$ cat config.mk
export PLATFORM = sky130hd
export DESIGN_NAME = quaddectest_cpu_oci_dct_packer
export DESIGN_NICKNAME = d
export VERILOG_FILES = /design/src/rtl/quaddectest_cpu_oci_dct_packer.sv
export SDC_FILE = /design/constraint.sdc
export NUM_CORES = 1
export LEC_CHECK = 0
export BUFFER_PORTS_ARGS = -buffer_cell sky130_fd_sc_hd__buf_4
export CORE_ASPECT_RATIO = 1.1
export CORE_MARGIN = 2
export CORE_UTILIZATION = 30
export CTS_CLUSTER_DIAMETER = 150
export DETAILED_ROUTE_END_ITERATION = 10
export GPL_TIMING_DRIVEN = 1
export SKIP_LAST_GASP = 1
export SLEW_MARGIN = 30
export SYNTH_ARGS = -nofsm -noshare
export SYNTH_HDL_FRONTEND = slang
export SYNTH_SLANG_ARGS = --single-unit
$ cat constraint.sdc
create_clock -name clk -period 2.3 [get_ports clk]
set_input_delay 0.115 -clock clk [delete_from_list [all_inputs] [get_ports clk]]
set_output_delay 0.115 -clock clk [all_outputs]
set_load 0.005 [all_outputs]
$ cat src/rtl/quaddectest_cpu_oci_dct_packer.sv
// Packs 2-bit trace atoms into 15-atom packets with flush, drain and overflow handling.
// The output slot is a register separate from the accumulator, so one packet can wait while the next one fills.
module quaddectest_cpu_oci_dct_packer (
  input  logic        clk,
  input  logic        reset_n,
  input  logic        atom_valid,
  input  logic [1:0]  atom,
  output logic        atom_ready,
  input  logic        flush,
  input  logic        test_ending,
  output logic [29:0] dct_buffer,
  output logic [3:0]  dct_count,
  output logic        pkt_valid,
  input  logic        pkt_ready,
  output logic        test_has_ended,
  output logic        overflow
);

  typedef enum logic [1:0] {
    RUN   = 2'd0,
    DRAIN = 2'd1,
    ENDED = 2'd2
  } state_e;

  state_e      state_q, state_d;
  logic [29:0] acc_q, acc_d;
  logic [3:0]  accCnt_q, accCnt_d;
  logic        flushPend_q, flushPend_d;
  logic [29:0] dctBuffer_q, dctBuffer_d;
  logic [3:0]  dctCount_q, dctCount_d;
  logic        pktValid_q, pktValid_d;
  logic        overflow_q, overflow_d;

  logic slotFree;
  logic accept;
  logic transfer;

  always_comb begin
    slotFree   = !pktValid_q || pkt_ready;
    atom_ready = (state_q == RUN) && ((accCnt_q != 4'd15) || slotFree);
    accept     = atom_valid && atom_ready;
    transfer   = slotFree && ((accCnt_q == 4'd15) || (flushPend_q && (accCnt_q != 4'd0)));
  end

  always_comb begin
    acc_d       = acc_q;
    accCnt_d    = accCnt_q;
    flushPend_d = flushPend_q;
    dctBuffer_d = dctBuffer_q;
    dctCount_d  = dctCount_q;
    pktValid_d  = pktValid_q;
    overflow_d  = overflow_q;
    state_d     = state_q;

    // A transfer empties the accumulator; an atom accepted on the same edge starts the next packet.
    if (transfer) begin
      dctBuffer_d = acc_q;
      dctCount_d  = accCnt_q;
      pktValid_d  = 1'b1;
      acc_d       = accept ? {28'b0, atom} : 30'b0;
      accCnt_d    = accept ? 4'd1 : 4'd0;
    end else begin
      if (pktValid_q && pkt_ready) begin
        pktValid_d = 1'b0;
      end
      if (accept) begin
        acc_d    = {acc_q[27:0], atom};
        accCnt_d = accCnt_q + 4'd1;
      end
    end

    if (transfer) begin
      flushPend_d = 1'b0;
    end else if (flushPend_q && (accCnt_q == 4'd0)) begin
      flushPend_d = 1'b0;
    end
    if ((state_q == RUN) && flush && !transfer) begin
      flushPend_d = 1'b1;
    end
    // Entering drain always re-arms the flush so an atom taken on the entry edge still leaves.
    if ((state_q == RUN) && test_ending) begin
      flushPend_d = 1'b1;
    end

    if ((state_q == RUN) && atom_valid && !atom_ready) begin
      overflow_d = 1'b1;
    end

    case (state_q)
      RUN: begin
        if (test_ending) begin
          state_d = DRAIN;
        end
      end
      DRAIN: begin
        if ((accCnt_q == 4'd0) && slotFree) begin
          state_d = ENDED;
        end
      end
      ENDED: begin
        state_d = ENDED;
      end
      default: begin
        state_d = RUN;
      end
    endcase
  end

  always_ff @(posedge clk) begin
    if (!reset_n) begin
      state_q     <= RUN;
      acc_q       <= 30'b0;
      accCnt_q    <= 4'd0;
      flushPend_q <= 1'b0;
      dctBuffer_q <= 30'b0;
      dctCount_q  <= 4'd0;
      pktValid_q  <= 1'b0;
      overflow_q  <= 1'b0;
    end else begin
      state_q     <= state_d;
      acc_q       <= acc_d;
      accCnt_q    <= accCnt_d;
      flushPend_q <= flushPend_d;
      dctBuffer_q <= dctBuffer_d;
      dctCount_q  <= dctCount_d;
      pktValid_q  <= pktValid_d;
      overflow_q  <= overflow_d;
    end
  end

  assign dct_buffer     = dctBuffer_q;
  assign dct_count      = dctCount_q;
  assign pkt_valid      = pktValid_q;
  assign overflow       = overflow_q;
  assign test_has_ended = (state_q == ENDED);

endmodule

## Word level (Yosys, flattened, before mapping)

Cells that the tools add are included.

- Shift-type cells: 0
- Divide/modulo/power cells: 0
- Multiplexer cells: 15
- Reduce and logical (&&, ||, !) cells: 25
- Eq/ne operators: 6
- $add $sub $neg: 1
- $lt $le $gt $ge: 0
- Bitwise gates (word level): 0
- Multiply operators: 0

Operators with widths:

| operator | count |
|---|---|
| $mux W30 | 2 |
| $logic_and A1 B1 Y1 | 12 |
| $mux W4 | 2 |
| $reduce_bool A4 Y1 | 2 |
| $mux W1 | 7 |
| $mux W2 | 3 |
| $pmux W2 S3 | 1 |
| $add A4 B1 Y4 const B | 1 |
| $eq A4 B4 Y1 const B | 1 |
| $logic_not A4 Y1 | 1 |
| $ne A2 B2 Y1 const B | 2 |
| $ne A4 B4 Y1 const B | 1 |
| $reduce_bool A2 Y1 | 2 |
| $logic_not A1 Y1 | 3 |
| $logic_or A1 B1 Y1 | 3 |
| $eq A2 B1 Y1 const B | 1 |
| $eq A2 B2 Y1 const B | 1 |
| $logic_not A2 Y1 | 1 |
| $reduce_and A2 Y1 | 1 |

- Word-level logic and storage cells: 55
- Register bits after elaboration: 73
- Latch bits: 0
- Memory bits (writable): 0
- Bits in read-only memories: 0
- Memories kept: 0
- Bits of input ports: 8

## Longest topological paths before layout

Gate-level depths: netlist of the first run.

- Depth after elaboration: 8
- Mapped depth: 8

## Least setup slack after synthesis of the first run

OpenSTA, ideal clock, no wires.

- Path type: register -> register
- From: register accCnt_q[0]
- To: register dctBuffer_q[25], in the netlist dct_buffer[25]
- Data required time: 2.168 ns
- Period minus slack after synthesis: 1.555 ns
- Setup time: 0.132 ns
- Cell stages (with the launch flop): 8
- Setup slack: 0.745 ns
- Data arrival time: 1.423 ns
- Buffers on the path: 2
- Cell sequence: dfxtp_1 -> ha_1 -> a21oi_2 -> or2_1 -> buf_4 -> buf_2 -> o21ai_0 -> a21oi_1

- Cells in the longest elaborated chain, start to end: 4
- Elaborated cells between the ends (all ways): 5
- Those cells by class: eq/ne (1); reduce/logical (4)

Ends and longest elaborated chain:

| what | line | source |
|---|---|---|
| start: declaration | 27 | `logic [3:0] accCnt_q, accCnt_d;` |
| start signal: assignment | 122 | `accCnt_q <= accCnt_d;` |
| $reduce_bool A4 Y1 | 42 | `transfer = slotFree && ((accCnt_q == 4'd15) \|\| (flushPend_q && (accCnt_q != 4'd0)));` |
| $logic_and A1 B1 Y1 | 42 |  |
| $logic_or A1 B1 Y1 * | 42 |  |
| $logic_and A1 B1 Y1 * | 42 |  |
| end signal: assignment | 124 | `dctBuffer_q <= dctBuffer_d;` |
| end: declaration | 29 | `logic [29:0] dctBuffer_q, dctBuffer_d;` |

Mark *: on every way between the ends. The rest lies on a longest branch, timed or not.
A chain may end at the register's enable or synchronous reset.

## Final worst setup path of the first run

- From: register accCnt_q[1]
- To: output atom_ready

- Cells in the longest elaborated chain, start to end: 3

Ends and longest elaborated chain:

| what | line | source |
|---|---|---|
| $ne A4 B4 Y1 | 40 | `atom_ready = (state_q == RUN) && ((accCnt_q != 4'd15) \|\| slotFree);` |
| $logic_or A1 B1 Y1 | 40 |  |
| $logic_and A1 B1 Y1 | 40 |  |
| end: declaration | 8 | `output logic atom_ready,` |

No other way between the ends.

==> out/results.tsv, run 1 <==
metric	value	unit
status	finished clean	
p_total	3330	uW
place_congestion	0.809	
rsz0062_at_grt	false	
diodes	0	
drtPass1Iterations	4	
clock_sinks	73	
synth-main-ff-cell	dfxtp_1	
fmax	481	MHz
coreArea	9750	um2
worstReg2RegEnd	acc_q[22]	
synth-seq-cells	73	
hold_viol	0	
grt_pass1_wl	11900	um
syn_to_final_growth	21.7	%
p_leak	0.00129	uW
cts_buffers	9	
final_util	0.370	
clockRootBuffer	clkbuf_8	
syn_avg_cell_area	8.26	um2
crit_type	reg -> out	
finalCritPeriodShare	0.904	
syn_area	2970	um2
hold_class	in -> reg	
comb_power_share	0.239	
grt_pass1_vias	2527	
path_max_fanout	5	
clkTransAtPathRegs	0.08	ns
p_sw	1090	uW
synth.top_cell.area_share	0.493	
timing.setup.tns	0	ns
seq_power_share	0.410	
die_x	98.8	um
drv_cap	0	
drive_gt1_frac	0.194	
grt_usage	0.138	
mostFrequentLayoutCells	dfxtp_1, nand2_1, a21oi_1, buf_4, nand3_1	
die_h	108	um
drt-initial-drc-count	165	
dieArea	10700	um2
yosysUniqueCellTypes	38	
synth_edf_count	0	
num_vias	2616	
via_per_inst	5.01	
avgRoutedWirePerCell	14.1	um
critical_path.endpoint_type	output pin	
power.density	923	nW/um2
postSynthCellCount	359	
synth-seq-area-share	0.493	
fin_nets	412	
io_buffers	45	
maxSlewHeadroom	0.734	
ctsLongestPathBuffers	2	
hold_start	test_ending	
p_int	2240	uW
cts_tree	built	
placementRows	38	
worst_pin_slew	0.399	ns
cp.required	2.18	ns
hold-path-endpoint	flushPend_q	
rr_worst_depth	7	
placedCellCount	505	
detail_route.wirelength	7370	um
synthesis.nets	373	
drc	0	
period_minus_slack	2.08	ns
synth_top_area_cell	dfxtp_1	
async_reset_ff_frac	0	
rrSetupSlack	0.45	ns
worstReg2RegStart	accCnt_q[1]	
grt_start_max_net_pins	38	
min_delay_path_depth	3	
start_util	0.304	
worstSkewPairLatency	0.36	ns
post_cts_buffers	0	
maxSlewViolCount	0	
skew	0.0107	ns
htree_levels	3	
overflow	0	
crit_arrival	1.96	ns
ant_nets	0	
clkPwrFrac	0.351	
synthTopCellsByArea	dfxtp_1, a21oi_1, nand2_1	
ir_worst_vdd	0.438	mV
p_sw_frac	0.326	
start_kind	flop	
antenna_found_initial	0	
hpwl	4770	um
ys.warnings.count	0	
finalSetupViolCount	0	
final_common_cell	dfxtp_1	
ios	46	
instances_no_fill	522	
fillers	981	
[Yosys cell counts, drive strengths merged, types with 2 or more instances]
library cell / n
dfxtp: 73
a21oi: 69
nand2: 69
o21ai: 40
nand3: 36
buf: 23
clkbuf: 7
ha: 6
inv: 5
nor2b: 4
and2: 3
nor3b: 3
mux2i: 2
nand2b: 2
nand4: 2
nor3: 2
o21a: 2
or2: 2
[power groups by stage]
stage | combinational [uW] | sequential, uW | clock [uW]
2_1_floorplan | 605 | 1380 | 0
3_3_place_gp | 771 | 1390 | 0
3_5_place_dp | 793 | 1390 | 0
4_1_cts | 802 | 1360 | 1180
5_1_grt | 882 | 1370 | 1240
6_report | 797 | 1360 | 1170
[through the flow]
stage / setup slack [ns] / hold WS (ns) / area (um2)
after CTS: 0.238 / 0.00188 / 3610
final: 0.220 / 0.00421 / 3610
after global routing: 0.171 / 0.0302 / 3610
after detailed placement: 0.510 / 0.358 / 3360
after global placement: 0.534 / 0.354 / 3360
after floorplan: 0.745 / 0.245 / 2970
[worst max-delay path by stage]
stage	startpoint	to	cells after the start
5_1_grt	accCnt_q[1]	atom_ready	5
3_3_place_gp	accCnt_q[1]	acc_q[20]	7
4_1_cts	accCnt_q[1]	atom_ready	5
3_5_place_dp	accCnt_q[1]	acc_q[25]	7
2_1_floorplan	accCnt_q[0]	dct_buffer[25]	7
6_report	accCnt_q[1]	atom_ready	5
[final cells by class]
type / count / area (um2) / share of cell area
clock inverters: 2 / 60.1 / 0.0166
inverters: 6 / 22.5 / 0.00624
multi-input cells: 250 / 1310 / 0.362
repair buffers: 58 / 440 / 0.122
flip-flops and latches: 73 / 1460 / 0.405
clock buffers: 13 / 169 / 0.0468
well taps: 120 / 150 / 0.0416
[kinds of logic after synthesis]
logic type,count (synthesis),synth area share
compound gates,117,0.212
fa+ha+maj,6,0.0253
buf+inv,36,0.0679
flops,73,0.493
mux,2,0.00675
simple gates,125,0.195
[registers in the layout (all words and copies together) (netlist names)]
signal       cells
accCnt_q         4
acc_q           30
dct_buffer      30
dct_count        4
flushPend_q      1
overflow         1
pkt_valid        1
state_q          2
[metal layers]
layer	part of all wire	global-route usage	vias up	wire [um]
met5	0	0	-	0
met2	0.47	0.227	57	3480
met3	0.044	0.0343	16	322
li1	-	-	1305	-
met1	0.46	0.168	1238	3380
met4	0.024	0.0685	0	180
[critical path: stages, from the launching register on]
cell      delay [ns]
dfxtp_1         0.43
ha_1            0.29
nand4b_1        0.21
or2_2           0.36
and2_1          0.18
buf_4           0.13
[repair_timing]
action / 4_1_cts / 5_1_grt
gates resized for setup: 0 / 0
hold endpoints to repair: 2 / 0
hold buffers: 2 / 0
No activity file was read; power rests on OpenSTA's default activity.
==> inputs of run 2 (changes only) <==
Clock period 2.3 ns to 1.7 ns, I/O delays scaled along.
==> run 2 against run 1 <==
Net effect: clock power grew 32%; sequential cell count is the same; clock skew decreased by 0.0020 ns; setup slack worse by 0.17 ns; register-to-register slack worse by 0.35 ns; non-clock buffer count is 12 higher; worst hold slack improved by 0.010 ns; die area did not move; first-iteration DRC count rose by 1.2%; total power up 42%; combinational power is 64% higher; sequential share of layout area fell by 1.7 points; largest cell class unchanged.
==> out/results.tsv, run 2 (same netlist as run 1, synthesis figures left out) <==
metric	value	unit
status	finished clean	
ctsLongestPathBuffers	2	
maxSlewHeadroom	0.819	
htree_levels	3	
die_h	108	um
hold_class	in -> reg	
p_sw	1590	uW
fin_nets	424	
placementRows	38	
via_per_inst	4.88	
cp.required	1.62	ns
finalSetupViolCount	0	
cts_tree	built	
grt_pass1_wl	12000	um
path_max_fanout	5	
overflow	0	
fmax	607	MHz
avgRoutedWirePerCell	13.6	um
critical_path_buf_inv_count	1	
start_util	0.304	
finalCritPeriodShare	0.969	
clkPwrFrac	0.328	
mostFrequentLayoutCells	nand2_1, dfxtp_1, a21oi_1, buf_4, nand3_1	
slowest_delay	0.38	ns
clockRootBuffer	clkbuf_8	
crit_type	reg -> out	
die_x	98.8	um
clkTransAtPathRegs	0.08	ns
place_congestion	0.812	
worstSkewPairLatency	0.36	ns
coreArea	9750	um2
num_vias	2613	
drtPass1Iterations	4	
antenna_found_initial	0	
maxSlewViolCount	0	
grt_start_max_net_pins	33	
syn_to_final_growth	27.8	%
drc	0	
critPathSlowestCell	dfxtp_4	
grt_pass1_vias	2551	
crit_arrival	1.56	ns
comb_power_share	0.278	
detail_route.wirelength	7270	um
pre_cts_slack	0.0299	ns
ios	46	
skew	0.00870	ns
grt_usage	0.140	
drt-initial-drc-count	167	
worst_pin_slew	0.272	ns
setup_ws	0.0532	ns
diodes	0	
start_kind	flop	
p_sw_frac	0.336	
power.density	1240	nW/um2
seq_power_share	0.394	
hpwl	4870	um
rsz0062_at_grt	true	
io_buffers	45	
drv_cap	0	
drive_gt1_frac	0.236	
critical_path.endpoint_type	output pin	
clock_sinks	73	
hold_viol	0	
crit_family	simple AND/OR/NAND/NOR gates	
p_int	3130	uW
period_minus_slack	1.65	ns
cts_buffers	9	
dieArea	10700	um2
ir_worst_vdd	0.453	mV
p_total	4710	uW
p_leak	0.00137	uW
worstPathCellList	ha_4 > nand4b_1 > or2_4 > and2_4 > buf_6	
ant_nets	0	
==> run 2: changes by cell type in the layout (fill, tap and decap cells not counted), sizes merged <==
cell	previous run	this run
dlygate4sd3	2	3
clkbuf	13	9
clkinv	1	2
inv	5	7
clkinvlp	0	2
buf	56	67
==> run 2: metal layers <==
metal  vias to the layer above  wire length [um]  global-route usage
met3                         9               327              0.0420
met4                         0                89              0.0470
li1                       1328                 -                   -
met5                         -                 0                   0
met1                      1219              3340               0.175
met2                        57              3510               0.233
==> run 2: timing repair <==
action / 4_1_cts / 5_1_grt
pin swaps: 0 / 3
resized for setup: 7 / 7
setup buffers: 1 / 1
hold buffers: 3 / 0
endpoints found under the hold margin: 3 / 0
endpoints found under the setup margin: 4 / 8
gates cloned: 0 / 0
==> run 2: power by group through the flow <==
stage / combinational [uW] / sequential (uW) / clock, uW
2_1_floorplan: 818 / 1860 / 0
6_report: 1310 / 1850 / 1550
4_1_cts: 1240 / 1850 / 1580
5_1_grt: 1440 / 1870 / 1670
3_3_place_gp: 1210 / 1880 / 0
3_5_place_dp: 1230 / 1880 / 0
==> run 2: area by class of cell <==
cell class | count | area [um2]
tap | 120 | 150
fill | 1002 | 5960
sequential | 73 | 1470
clock inverter | 7 | 101
timing repair buffer | 70 | 594
inverter | 6 | 22.5
multi-input combinational | 250 | 1330
clock buffer | 9 | 124
==> run 2: worst register-to-register path, stage by stage, from the launching register on <==
cell and delay, ns:
dfxtp_4 0.37, inv_1 0.10, ha_1 0.21, nand2b_4 0.07, a21oi_2 0.16, buf_4 0.27
o21ai_0 0.15, and2_1 0.17
==> run 2: through the flow <==
stage | setup TNS [ns] | instances | hold slack, ns | area (um2) | util
detailed placement | 0 | 514 | 0.334 | 3460 | 0.355
CTS | 0 | 534 | 0.00316 | 3750 | 0.385
finish | 0 | 535 | 0.0144 | 3790 | 0.389
global placement | 0 | 514 | 0.323 | 3460 | 0.355
global route | -0.0287 | 535 | 0.0193 | 3790 | 0.389
floorplan | 0 | 359 | 0.215 | 2970 | -
==> run 2: path summary, 6_finish.rpt <==
path | startpoint | cells after the start | endpoint | slack [ns]
setup / recovery | accCnt_q[1] | 5 | atom_ready | 0.05
hold / removal | flush | 3 | flushPend_q | 0.01
hold reg to reg | acc_q[29] | 2 | acc_q[29] | 0.46
setup reg to reg | accCnt_q[0] | 7 | pkt_valid | 0.10
==> inputs of run 3 (changes only) <==
Settings changed: CORE_MARGIN 2 to 4, PLACE_DENSITY set to 0.45.
==> run 3 against run 2 <==
Net effect: sequential cell count is the same; wire length grew 6.2%; critical path type unchanged; maximum frequency is 0.30% higher; first-iteration DRC count down 31%; critical endpoint unchanged; total power shrank 4.0%; non-clock buffer count up 12; die area rose by 7.9%; setup slack improved by 0.0049 ns; via count rose by 0.88%.
==> out/results.tsv, run 3 (same netlist as run 1, synthesis figures left out) <==
metric	value	unit
slowest_delay	0.37	ns
skew	0.0105	ns
cts_buffers	9	
power.density	1180	nW/um2
cts_tree	built	
coreArea	9490	um2
critical_path_buf_inv_count	1	
start_kind	flop	
fillers	985	
hold_viol	0	
drt-initial-drc-count	116	
crit_arrival	1.56	ns
placedCellCount	518	
place_congestion	0.812	
ios	46	
diodes	0	
ir_worst_vdd	0.582	mV
fin_nets	436	
cp.required	1.62	ns
dieArea	11500	um2
mostFrequentLayoutCells	buf_4, nand2_1, dfxtp_1, a21oi_1, nand3_1	
drc	0	
htree_levels	3	
drv_cap	0	
antenna_found_initial	0	
syn_to_final_growth	29.4	%
finalCritPeriodShare	0.966	
clkTransAtPathRegs	0.08	ns
path_max_fanout	3	
die_x	103	um
clockRootBuffer	clkbuf_8	
critPathSlowestCell	dfxtp_4	
detail_route.wirelength	7730	um
num_vias	2636	
io_buffers	45	
instances_no_fill	544	
via_per_inst	4.85	
maxSlewViolCount	0	
overflow	0	
ant_nets	0	
crit_family	simple AND/OR/NAND/NOR gates	
crit_type	reg -> out	
worstPathCellList	ha_4 > nand4b_1 > or2_4 > and2_1 > buf_4	
finalSetupViolCount	0	
placementRows	37	
period_minus_slack	1.64	ns
avgRoutedWirePerCell	14.2	um
final_common_cell	buf_4	
p_leak	0.00142	uW
worst_pin_slew	0.299	ns
critical_path.endpoint_type	output pin	
hold_class	in -> reg	
pre_cts_slack	0.0228	ns
clock_sinks	73	
ctsLongestPathBuffers	2	
drtPass1Iterations	4	
grt_usage	0.138	
grt_start_max_net_pins	32	
drive_gt1_frac	0.260	
status	finished clean	
grt_pass1_vias	2667	
worstSkewPairLatency	0.35	ns
setup_ws	0.0581	ns
die_h	112	um
fmax	609	MHz
grt_pass1_wl	12700	um
hpwl	5100	um
maxSlewHeadroom	0.800	
start_util	0.312	
## run 3: cell types whose count changed in the layout (fill, tap and decap cells not counted), sizes merged
cell	change
buf	+10
clkinv	+4
bufinv	-2
clkbuf	+1
clkinvlp	-1
dlygate4sd3	+1
inv	-1
## run 3: final timing paths
path	start	to	cells after the start	slack (ns)
setup / recovery	accCnt_q[0]	atom_ready	5	0.06
hold / removal	reset_n	overflow	2	0.09
setup reg to reg	accCnt_q[0]	accCnt_q[2]	8	0.08
hold reg to reg	acc_q[29]	acc_q[29]	2	0.47
## run 3: final cells by class
class	count	area, um2	area share
Sequential cell	73	1470	0.383
Multi-Input combinational cell	250	1340	0.350
Timing Repair Buffer	82	688	0.179
Tap cell	117	146	0.0381
Clock buffer	9	124	0.0323
Clock inverter	7	45.0	0.0117
Inverter	6	22.5	0.00587
## run 3: stage by stage
stage | power [uW] | util | hold slack, ns | TNS, ns | instance area [um2]
finish | 4520 | 0.404 | 0.0869 | 0 | 3840
global route | 4780 | 0.404 | 0.0997 | -0.0401 | 3840
CTS | 4450 | 0.396 | 0.0765 | 0 | 3760
detailed placement | 3220 | 0.370 | 0.326 | 0 | 3510
global placement | 3210 | 0.370 | 0.322 | 0 | 3510
floorplan | 2680 | - | 0.215 | 0 | 2970
## run 3: where the power goes
part           leakage (uW)  internal, uW  switching, uW
Combinational      0.000739           611            860
Sequential         0.000591          1780           69.8
Clock             0.0000891           527            675
## run 3: timing repair
item	4_1_cts	5_1_grt
gates cloned	0	1
hold buffers	4	0
hold endpoints to repair	3	0
gates resized for setup	6	10
setup buffers	4	1
pin swaps	0	2
endpoints found under the setup margin	2	55
## run 3: per-layer routing
metal | GRT usage | up-vias | routed length [um]
met5 | 0 | - | 0
met4 | 0.0363 | 0 | 78
met3 | 0.0354 | 6 | 374
met2 | 0.219 | 67 | 3540
met1 | 0.187 | 1204 | 3740
li1 | - | 1359 | -
